$ cat src/rtl/alu_nibble_seq.sv
// rtl/alu_nibble_seq.sv - multi-cycle nibble sequencer for a 4-bit ALU slice, carry chained LSB first.
// Optional res_zero flag output when ALU_NIBBLE_SEQ_ZERO_EN is defined.
module alu_nibble_seq #(
   parameter int NIBBLES = 4
) (
   input  logic                 clk,
   input  logic                 rst,
   input  logic                 in_valid,
   output logic                 in_ready,
   input  logic [4*NIBBLES-1:0] op_a,
   input  logic [4*NIBBLES-1:0] op_b,
   input  logic                 op_cin,
   input  logic [1:0]           op_m,
   output logic [3:0]           alu_a,
   output logic [3:0]           alu_b,
   output logic                 alu_cin,
   output logic [1:0]           alu_m,
   input  logic [3:0]           alu_f,
   input  logic                 alu_cout,
   output logic                 out_valid,
   input  logic                 out_ready,
   output logic [4*NIBBLES-1:0] res,
   output logic                 res_cout,
`ifdef ALU_NIBBLE_SEQ_ZERO_EN
   output logic                 res_zero,
`endif
   output logic                 busy
);

   localparam int W  = 4 * NIBBLES;
   localparam int IW = $clog2(NIBBLES);
   localparam logic [IW-1:0] LAST = IW'(NIBBLES - 1);

   typedef enum logic [1:0] {IDLE, RUN, DONE} state_t;

   state_t        state, state_nx;
   logic [IW-1:0] idx;
   logic          carry_reg;
   logic [W-1:0]  a_reg, b_reg, res_reg, res_nx;
   logic [1:0]    m_reg;
   logic [IW+1:0] bit_base;

   assign bit_base = {idx, 2'b00};
   assign res      = res_reg;

   always_ff @(posedge clk or posedge rst) begin
      if (rst) state <= IDLE;
      else     state <= state_nx;
   end

   always_comb begin
      state_nx  = state;
      in_ready  = 1'b0;
      out_valid = 1'b0;
      busy      = 1'b0;
      alu_a     = 4'h0;
      alu_b     = 4'h0;
      alu_cin   = 1'b0;
      alu_m     = 2'b00;
      res_nx    = res_reg;
      case (state)
         IDLE: begin
            in_ready = 1'b1;
            if (in_valid) state_nx = RUN;
         end
         RUN: begin
            busy    = 1'b1;
            alu_a   = a_reg[bit_base +: 4];
            alu_b   = b_reg[bit_base +: 4];
            alu_cin = carry_reg;
            alu_m   = m_reg;
            res_nx[bit_base +: 4] = alu_f;
            if (idx == LAST) state_nx = DONE;
         end
         DONE: begin
            busy      = 1'b1;
            out_valid = 1'b1;
            if (out_ready) state_nx = IDLE;
         end
         default: state_nx = IDLE;
      endcase
   end

   // res_nx already contains the final nibble on the last RUN edge, so the zero flag sees the whole result
   always_ff @(posedge clk or posedge rst) begin
      if (rst) begin
         idx       <= '0;
         carry_reg <= 1'b0;
         a_reg     <= '0;
         b_reg     <= '0;
         m_reg     <= 2'b00;
         res_reg   <= '0;
         res_cout  <= 1'b0;
`ifdef ALU_NIBBLE_SEQ_ZERO_EN
         res_zero  <= 1'b0;
`endif
      end else begin
         case (state)
            IDLE: begin
               if (in_valid) begin
                  a_reg     <= op_a;
                  b_reg     <= op_b;
                  m_reg     <= op_m;
                  carry_reg <= op_cin;
                  idx       <= '0;
               end
            end
            RUN: begin
               res_reg   <= res_nx;
               carry_reg <= alu_cout;
               if (idx == LAST) begin
                  res_cout <= alu_cout;
`ifdef ALU_NIBBLE_SEQ_ZERO_EN
                  res_zero <= (res_nx == '0);
`endif
               end else begin
                  idx <= idx + 1'b1;
               end
            end
            default: ;
         endcase
      end
   end

endmodule

$ cat config.mk
export PLATFORM = sky130hd
export DESIGN_NAME = alu_nibble_seq
export DESIGN_NICKNAME = d
export VERILOG_FILES = /design/src/rtl/alu_nibble_seq.sv
export SDC_FILE = /design/constraint.sdc
export NUM_CORES = 1
export LEC_CHECK = 0
export CAP_MARGIN = 40
export CORE_ASPECT_RATIO = 0.7
export CORE_UTILIZATION = 47
export CTS_CLUSTER_SIZE = 16
export DETAILED_ROUTE_END_ITERATION = 8
export PLACE_DENSITY = 0.79
export SLEW_MARGIN = 20
export SYNTH_ARGS = -nofsm -noshare
export SYNTH_HDL_FRONTEND = slang
export SYNTH_SLANG_ARGS = --single-unit
$ cat constraint.sdc
create_clock -name clk -period 2.2 [get_ports clk]
set_input_delay 0.44 -clock clk [delete_from_list [all_inputs] [get_ports clk]]
set_output_delay 0.44 -clock clk [all_outputs]
set_load 0.01 [all_outputs]
==> qor.csv, run 1 <==
stage,metric,value,unit
route,routed len/inst,15.05,um
yosys,mean area per synthesized cell,13.94,um^2
cells_and_area,share of cells above drive strength 1,30.32,%
worst_setup_path,crit end category,output pin,
global_routing,met1 global-route usage,28.48,%
yosys,syn_nets,241,
power,VDD IR-drop max,545.8,uV
clock_tree,H-tree Lvls,2,
route,drt drc,0,
yosys,library cells used by synthesis,31,
cells_and_area,# diodes,0,
place,IO buf count,74,
power,P per Cell Area,1347,mW/mm^2
cells_and_area,fillcell total,383,
route,Final ANT Viol Nets,0,
sta,post-route clock period utilization,96.93,%
route,First DRT Iteration DRCs,111,
sta,Slew @ Worst Pin,0.3677,ns
clock_tree,clock edge transition at the registers on the reported setup and hold paths,0.09,ns
global_routing,largest net degree at the start of global routing,57,
global_routing,GRT Total Usage,20.02,%
min_path,Hold Crit Start,res[2]$_DFFE_PP0P_,
global_routing,first-pass GRT wire length,8990,um
worst_setup_path,Reg-to-Reg Start,idx[0]$_DFFE_PP0P_,
place,global placement routability congestion,0.7337,
sta,Final Hold Fails,0,
cells_and_area,multi-input logic area,0.001157,mm^2
global_routing,gr ovfl total,0,
power,Leak,1.576,nW
yosys,"Seq/Total Area, Yosys",53.46,%
yosys,Synth Instances,188,
cells_and_area,Synth-to-Final Area Change,38.47,%
global_routing,Top Usage Layer GRT,met2,
sta,FMAX,469.0,MHz
yosys,Syn. warnings,0,
route,WL final,5253,um
floorplanning,IO Pins,75,
global_routing,M3 GR Usage,5.282,%
global_routing,initial antenna violation count,0,
clock_tree,CTS tree,yes,
worst_setup_path,crit path launch type,flop,
sta,Clock Skew,0.006069,ns
yosys,synthesized flop and latch total,56,
sta,hold_ws,0.4925,ns
floorplanning,row count,22,
place,Final HPWL DP,3808,um
sta,Relative slew margins,75.44,%
clock_tree,clk buf depth,2,
sta,min Tclk post-route,2.132,ns
floorplanning,Initial Utilization,49.34,%
place,pre-CTS setup slack,0.02933,ns
job,Max-Cap Viols,0,
place,number of instances in the placed design,335,
min_path,Hold Path Class,reg2reg,
floorplanning,die footprint,0.005884,mm^2
clock_tree,CTS sink count,56,
cells_and_area,Final #Nets,330,
cells_and_area,Final Util,68.32,%
cells_and_area,Layout Cells excl Fill,349,
worst_setup_path,Worst Path Arrival,1.69,ns
sta,Final WS setup,0.06761,ns
clock_tree,TritonCTS Buffers,5,
sta,max-slew violations,0,
worst_setup_path,Critical Path RT,1.76,ns
cells_and_area,FF/Latch Area,0.001401,mm^2
clock_tree,root buffer cell,clkbuf_8,
floorplanning,core area,0.005313,mm^2
clock_tree,clock insertion delay at the later pin of the skew report,0.31,ns
power,Total Power,0.004888,W
worst_setup_path,CP Max Fanout,6,
route,First-pass DRT Iterations,4,
route,Via density,5.186,
sta,RSZ-0062 raised after global routing,yes,
global_routing,vias in the first global route,1892,
yosys,synthesized area,0.002621,mm^2
global_routing,met2 usage in global routing,30.97,%
run_status,status,finished clean,
worst_setup_path,critical path class,reg2out,
sta,final setup fails,0,
floorplanning,Die X,91.26,um
route,routed vias,1810,
worst_setup_path,Worst setup startpoint,idx[0]$_DFFE_PP0P_,
floorplanning,die height,64.48,um
-- routing by layer --
metal / share of wire (%) / vias up
li1: - / 859
met1: 49 / 899
met2: 45 / 45
met3: 5.3 / 7
met4: 0.76 / 0
met5: 0 / -
-- per-stage QoR --
step                       TNS, ns  instance area (um^2)
after global routing      -0.01654                  3630
after global placement           0                  3522
final                            0                  3630
after floorplan                  0                  2621
after detailed placement         0                  3522
after CTS                 -0.05992                  3626
-- worst max-delay path, stage by stage (launching register included) --
cell and delay, ns:
dfrtp_1 0.41, buf_12 0.14, mux4_1 0.54, and2_4 0.17
clkbuf_2 0.12
-- final cells by class --
cell class | instances | area share [%]
Clock inverter | 2 | 0.3447
Tap cell | 72 | 2.482
Timing Repair Buffer | 89 | 24.06
Clock buffer | 5 | 1.896
Sequential cell | 56 | 38.61
Multi-Input combinational cell | 118 | 31.89
Inverter | 7 | 0.7239
-- power breakdown --
part	internal [W]	leakage, nW	switching [W]
clock network	0.000216	0.0400	0.000315
logic	0.00155	0.844	0.00100
registers	0.00153	0.693	0.000273
total	0.00330	1.58	0.00159
-- cell families (layout without fill, tap and decap cells) --
kind of cell | count (synthesis) | in the layout | share of synthesized area (%)
multiplexers | 46 | 46 | 23.87
AO/OA/AOI/OAI | 23 | 23 | 6.540
adder cells (fa/ha/maj) | 9 | 9 | 4.296
AND/OR/NAND/NOR | 40 | 40 | 9.309
buffers and inverters | 14 | 103 | 2.530
flip-flops | 56 | 56 | 53.46
-- cells in the mapped netlist --
cell,number,area [um^2]
a21oi_1,2,10.01
a22o_1,12,105.1
a22oi_1,1,7.510
and2_1,11,68.82
and3_2,1,7.510
buf_2,5,25.02
buf_6,1,11.26
clkbuf_1,1,3.750
dfrtp_1,56,1401
ha_1,9,112.6
inv_1,7,26.28
mux2_2,37,416.7
mux2i_1,1,10.01
mux4_1,5,131.4
mux4_2,3,67.56
nand2_1,13,48.80
nand2_2,1,6.260
nand2b_1,1,6.260
nand3_1,2,10.01
nand3b_1,1,7.510
nand4bb_1,1,11.26
nor2_1,2,7.510
nor2b_1,3,18.77
nor3_2,1,10.01
nor3b_1,1,7.510
nor3b_2,1,12.51
nor4_4,1,21.27
o21ai_0,5,25.02
o221ai_1,1,8.760
o22ai_1,1,6.260
o311ai_0,1,8.760
-- worst paths after layout --
path	end	slack, ns	cells after the start
setup / recovery	alu_a[3]	0.07	4
hold reg to reg	res[2]$_DFFE_PP0P_	0.49	2
hold / removal	res[2]$_DFFE_PP0P_	0.49	2
min in group asynchronous	a_reg[14]$_DFFE_PP0P_	0.50	3
setup reg to reg	res[15]$_DFFE_PP0P_	0.20	8
max in group asynchronous	state[1]$_DFFE_PP0P_	1.46	3
-- placed cells by master, fill, tap and decap left out, types with 2 or more instances in the layout --
master / n
buf_12: 4
nor3b_2: 2
clkbuf_8: 5
nor2_1: 2
a22o_1: 12
nand2_1: 13
clkdlybuf4s50_1: 63
dlygate4sd2_1: 3
inv_1: 6
o21ai_0: 5
nand3_1: 2
dfrtp_1: 56
nor2b_1: 3
ha_1: 8
buf_2: 3
clkbuf_2: 4
buf_6: 3
mux2_2: 37
and2_1: 8
and2_4: 3
mux4_2: 6
a21oi_1: 2
buf_4: 9
mux4_1: 2
-- repair_timing --
item	4_1_cts	5_1_grt
pin swaps	0	1
resized for setup	28	14
hold buffers	0	0
endpoints found under the setup margin	11	11
buffers inserted	5	2
Power figures use the tool's default switching activity.
==> inputs of run 2 (changes only) <==
Settings changed: PLACE_DENSITY 0.79 to 0.81.
==> run 2 against run 1 <==
Power decreased by 1.3%. Non-clock buffer count decreased by 3. Fmax decreased by 0.45%. Critical path type unchanged. Setup slack got worse by 0.0097 ns. Die area unchanged. Clock power increased by 9.6%.
==> qor.csv, run 2 (synthesis results as in run 1) <==
stage,metric,value,unit,change
floorplanning,Die X,91.26,um,unchanged
clock_tree,TritonCTS Buffers,5,,unchanged
worst_setup_path,"Max stage delay cell, worst path",mux4_1,,
clock_tree,H-tree Lvls,2,,unchanged
cells_and_area,share of cells above drive strength 1,28.36,%,-2.0 points
place,IO buf count,74,,unchanged
route,First DRT Iteration DRCs,74,,-33%
sta,Relative slew margins,72.39,%,-3.0 points
worst_setup_path,Worst Path Arrival,1.70,ns,about the same
min_path,Hold Path Class,in2async,,
worst_setup_path,Critical R2R Capture,res[9]$_DFFE_PP0P_,,
job,Max-Cap Viols,0,,unchanged
floorplanning,row count,22,,unchanged
cells_and_area,fillcell total,394,,+2.9%
sta,Sum Neg Setup Slack,0,ns,unchanged
sta,FMAX,466.8,MHz,-0.45%
global_routing,largest net degree at the start of global routing,25,,-56%
power,VDD IR-drop max,639.1,uV,+17%
worst_setup_path,Critical Path RT,1.76,ns,about the same
worst_setup_path,crit end category,output pin,,
clock_tree,clock edge transition at the registers on the reported setup and hold paths,0.09,ns,about the same
sta,Clock Skew,0.004813,ns,-0.001257 ns
sta,Slew @ Worst Pin,0.4133,ns,+0.04557 ns
clock_tree,clock insertion delay at the later pin of the skew report,0.32,ns,about the same
clock_tree,clk buf depth,2,,unchanged
cells_and_area,# diodes,0,,unchanged
power,P per Cell Area,1346,mW/mm^2,about the same
place,Final HPWL DP,4203,um,+10%
sta,Final Hold Fails,0,,unchanged
worst_setup_path,worst reg2reg setup slack,0.32,ns,+0.12 ns
floorplanning,core area,0.005313,mm^2,unchanged
power,Leak,1.549,nW,-1.8%
worst_setup_path,"CP delay by family, top",multiplexers,,
route,routed vias,1758,,-2.9%
floorplanning,IO Pins,75,,unchanged
run_status,status,finished clean,,
worst_setup_path,critical path class,reg2out,,
sta,post-route clock period utilization,97.37,%,+0.44 points
cells_and_area,most frequent cells in the layout,"clkdlybuf4s50_1, dfrtp_1, mux2_2",,
sta,min Tclk post-route,2.142,ns,+0.009672 ns
global_routing,first-pass GRT wire length,9328,um,+3.8%
worst_setup_path,Reg-to-Reg Start,idx[0]$_DFFE_PP0P_,,
worst_setup_path,CP bufs+invs,1,,-1
sta,Final WS setup,0.05794,ns,-0.009672 ns
route,routed len/inst,15.67,um,+4.1%
cells_and_area,Synth-to-Final Area Change,36.75,%,
route,drt drc,0,,unchanged
route,Final ANT Viol Nets,0,,unchanged
clock_tree,CTS sink count,56,,unchanged
global_routing,vias in the first global route,1828,,-3.4%
place,pre-CTS setup slack,0.07711,ns,+0.04777 ns
floorplanning,die height,64.48,um,unchanged
clock_tree,CTS tree,yes,,
global_routing,GRT Total Usage,21.14,%,+1.1 points
worst_setup_path,R2R depth,7,,-1
cells_and_area,Final #Nets,327,,-0.91%
sta,final setup fails,0,,unchanged
worst_setup_path,crit-path max cell delay,0.54,ns,about the same
clock_tree,root buffer cell,clkbuf_8,,
cells_and_area,"commonest non-fill, non-tap cell in the layout",clkdlybuf4s50_1,,
sta,max-slew violations,0,,unchanged
floorplanning,die footprint,0.005884,mm^2,unchanged
worst_setup_path,CP Max Fanout,2,,-4
place,global placement routability congestion,0.7785,,+6.1%
route,Via density,5.066,,-2.3%
worst_setup_path,crit path cell chain,mux4_1 -> and2_1 -> dlygate4sd2_1,,
route,First-pass DRT Iterations,4,,unchanged
worst_setup_path,crit path launch type,flop,,
sta,hold_ws,0.3663,ns,-0.1262 ns
floorplanning,Initial Utilization,49.34,%,unchanged
global_routing,initial antenna violation count,0,,unchanged
sta,RSZ-0062 raised after global routing,yes,,
route,WL final,5439,um,+3.5%
global_routing,gr ovfl total,0,,unchanged
[run 2: through the flow]
step	instances	utilization, %	power [W]	area (um^2)
6_report	347	67.48	0.004824	3585
3_3_place_gp	337	65.87	0.004202	3500
3_5_place_dp	337	65.87	0.004288	3500
4_1_cts	348	67.83	0.004876	3603
2_1_floorplan	188	-	0.003266	2621
5_1_grt	347	67.48	0.005176	3585
[run 2: layer usage]
metal,up-vias,share of wire (%),GRT usage (%)
met2,52,43,30.87
met5,-,0,0
li1,847,-,-
met4,0,1.5,6.548
met3,8,6.9,7.160
met1,851,48,30.01
[run 2: worst max-delay path by stage]
stage	startpoint	endpoint	depth (start not counted)
global route	idx[1]$_DFFE_PP0P_	alu_a[1]	4
detailed placement	idx[0]$_DFFE_PP0P_	alu_a[3]	4
CTS	idx[1]$_DFFE_PP0P_	alu_a[3]	5
finish	idx[1]$_DFFE_PP0P_	alu_a[0]	3
floorplan	rst	a_reg[0]$_DFFE_PP0P_	1
global placement	idx[0]$_DFFE_PP0P_	alu_b[0]	4
[run 2: final cells by class]
type	count	area [um^2]	share of cell area, %
clock buffers	7	86.33	2.408
clock inverters	1	7.507	0.2094
inverters	7	26.28	0.7330
multi-input cells	118	1152	32.15
flip-flops and latches	56	1401	39.09
well taps	72	90.09	2.513
repair buffers	86	820.8	22.90
[run 2: repair_timing]
action / in CTS / in global routing
setup buffers: 3 / 0
hold buffers: 0 / 0
setup endpoints to repair: 12 / 11
pin swaps: 1 / 0
gates resized for setup: 32 / 7
[run 2: where the power goes]
group	switching [W]	internal, W	total [W]
Combinational	0.00100	0.00144	0.00244
Sequential	0.000267	0.00153	0.00180
Clock	0.000326	0.000256	0.000582
==> inputs of run 3 (changes only) <==
Settings changed: CAP_MARGIN 40 to 20.
==> results of run 3 <==
The final DEF is identical to that of run 2; final timing and power are the same.
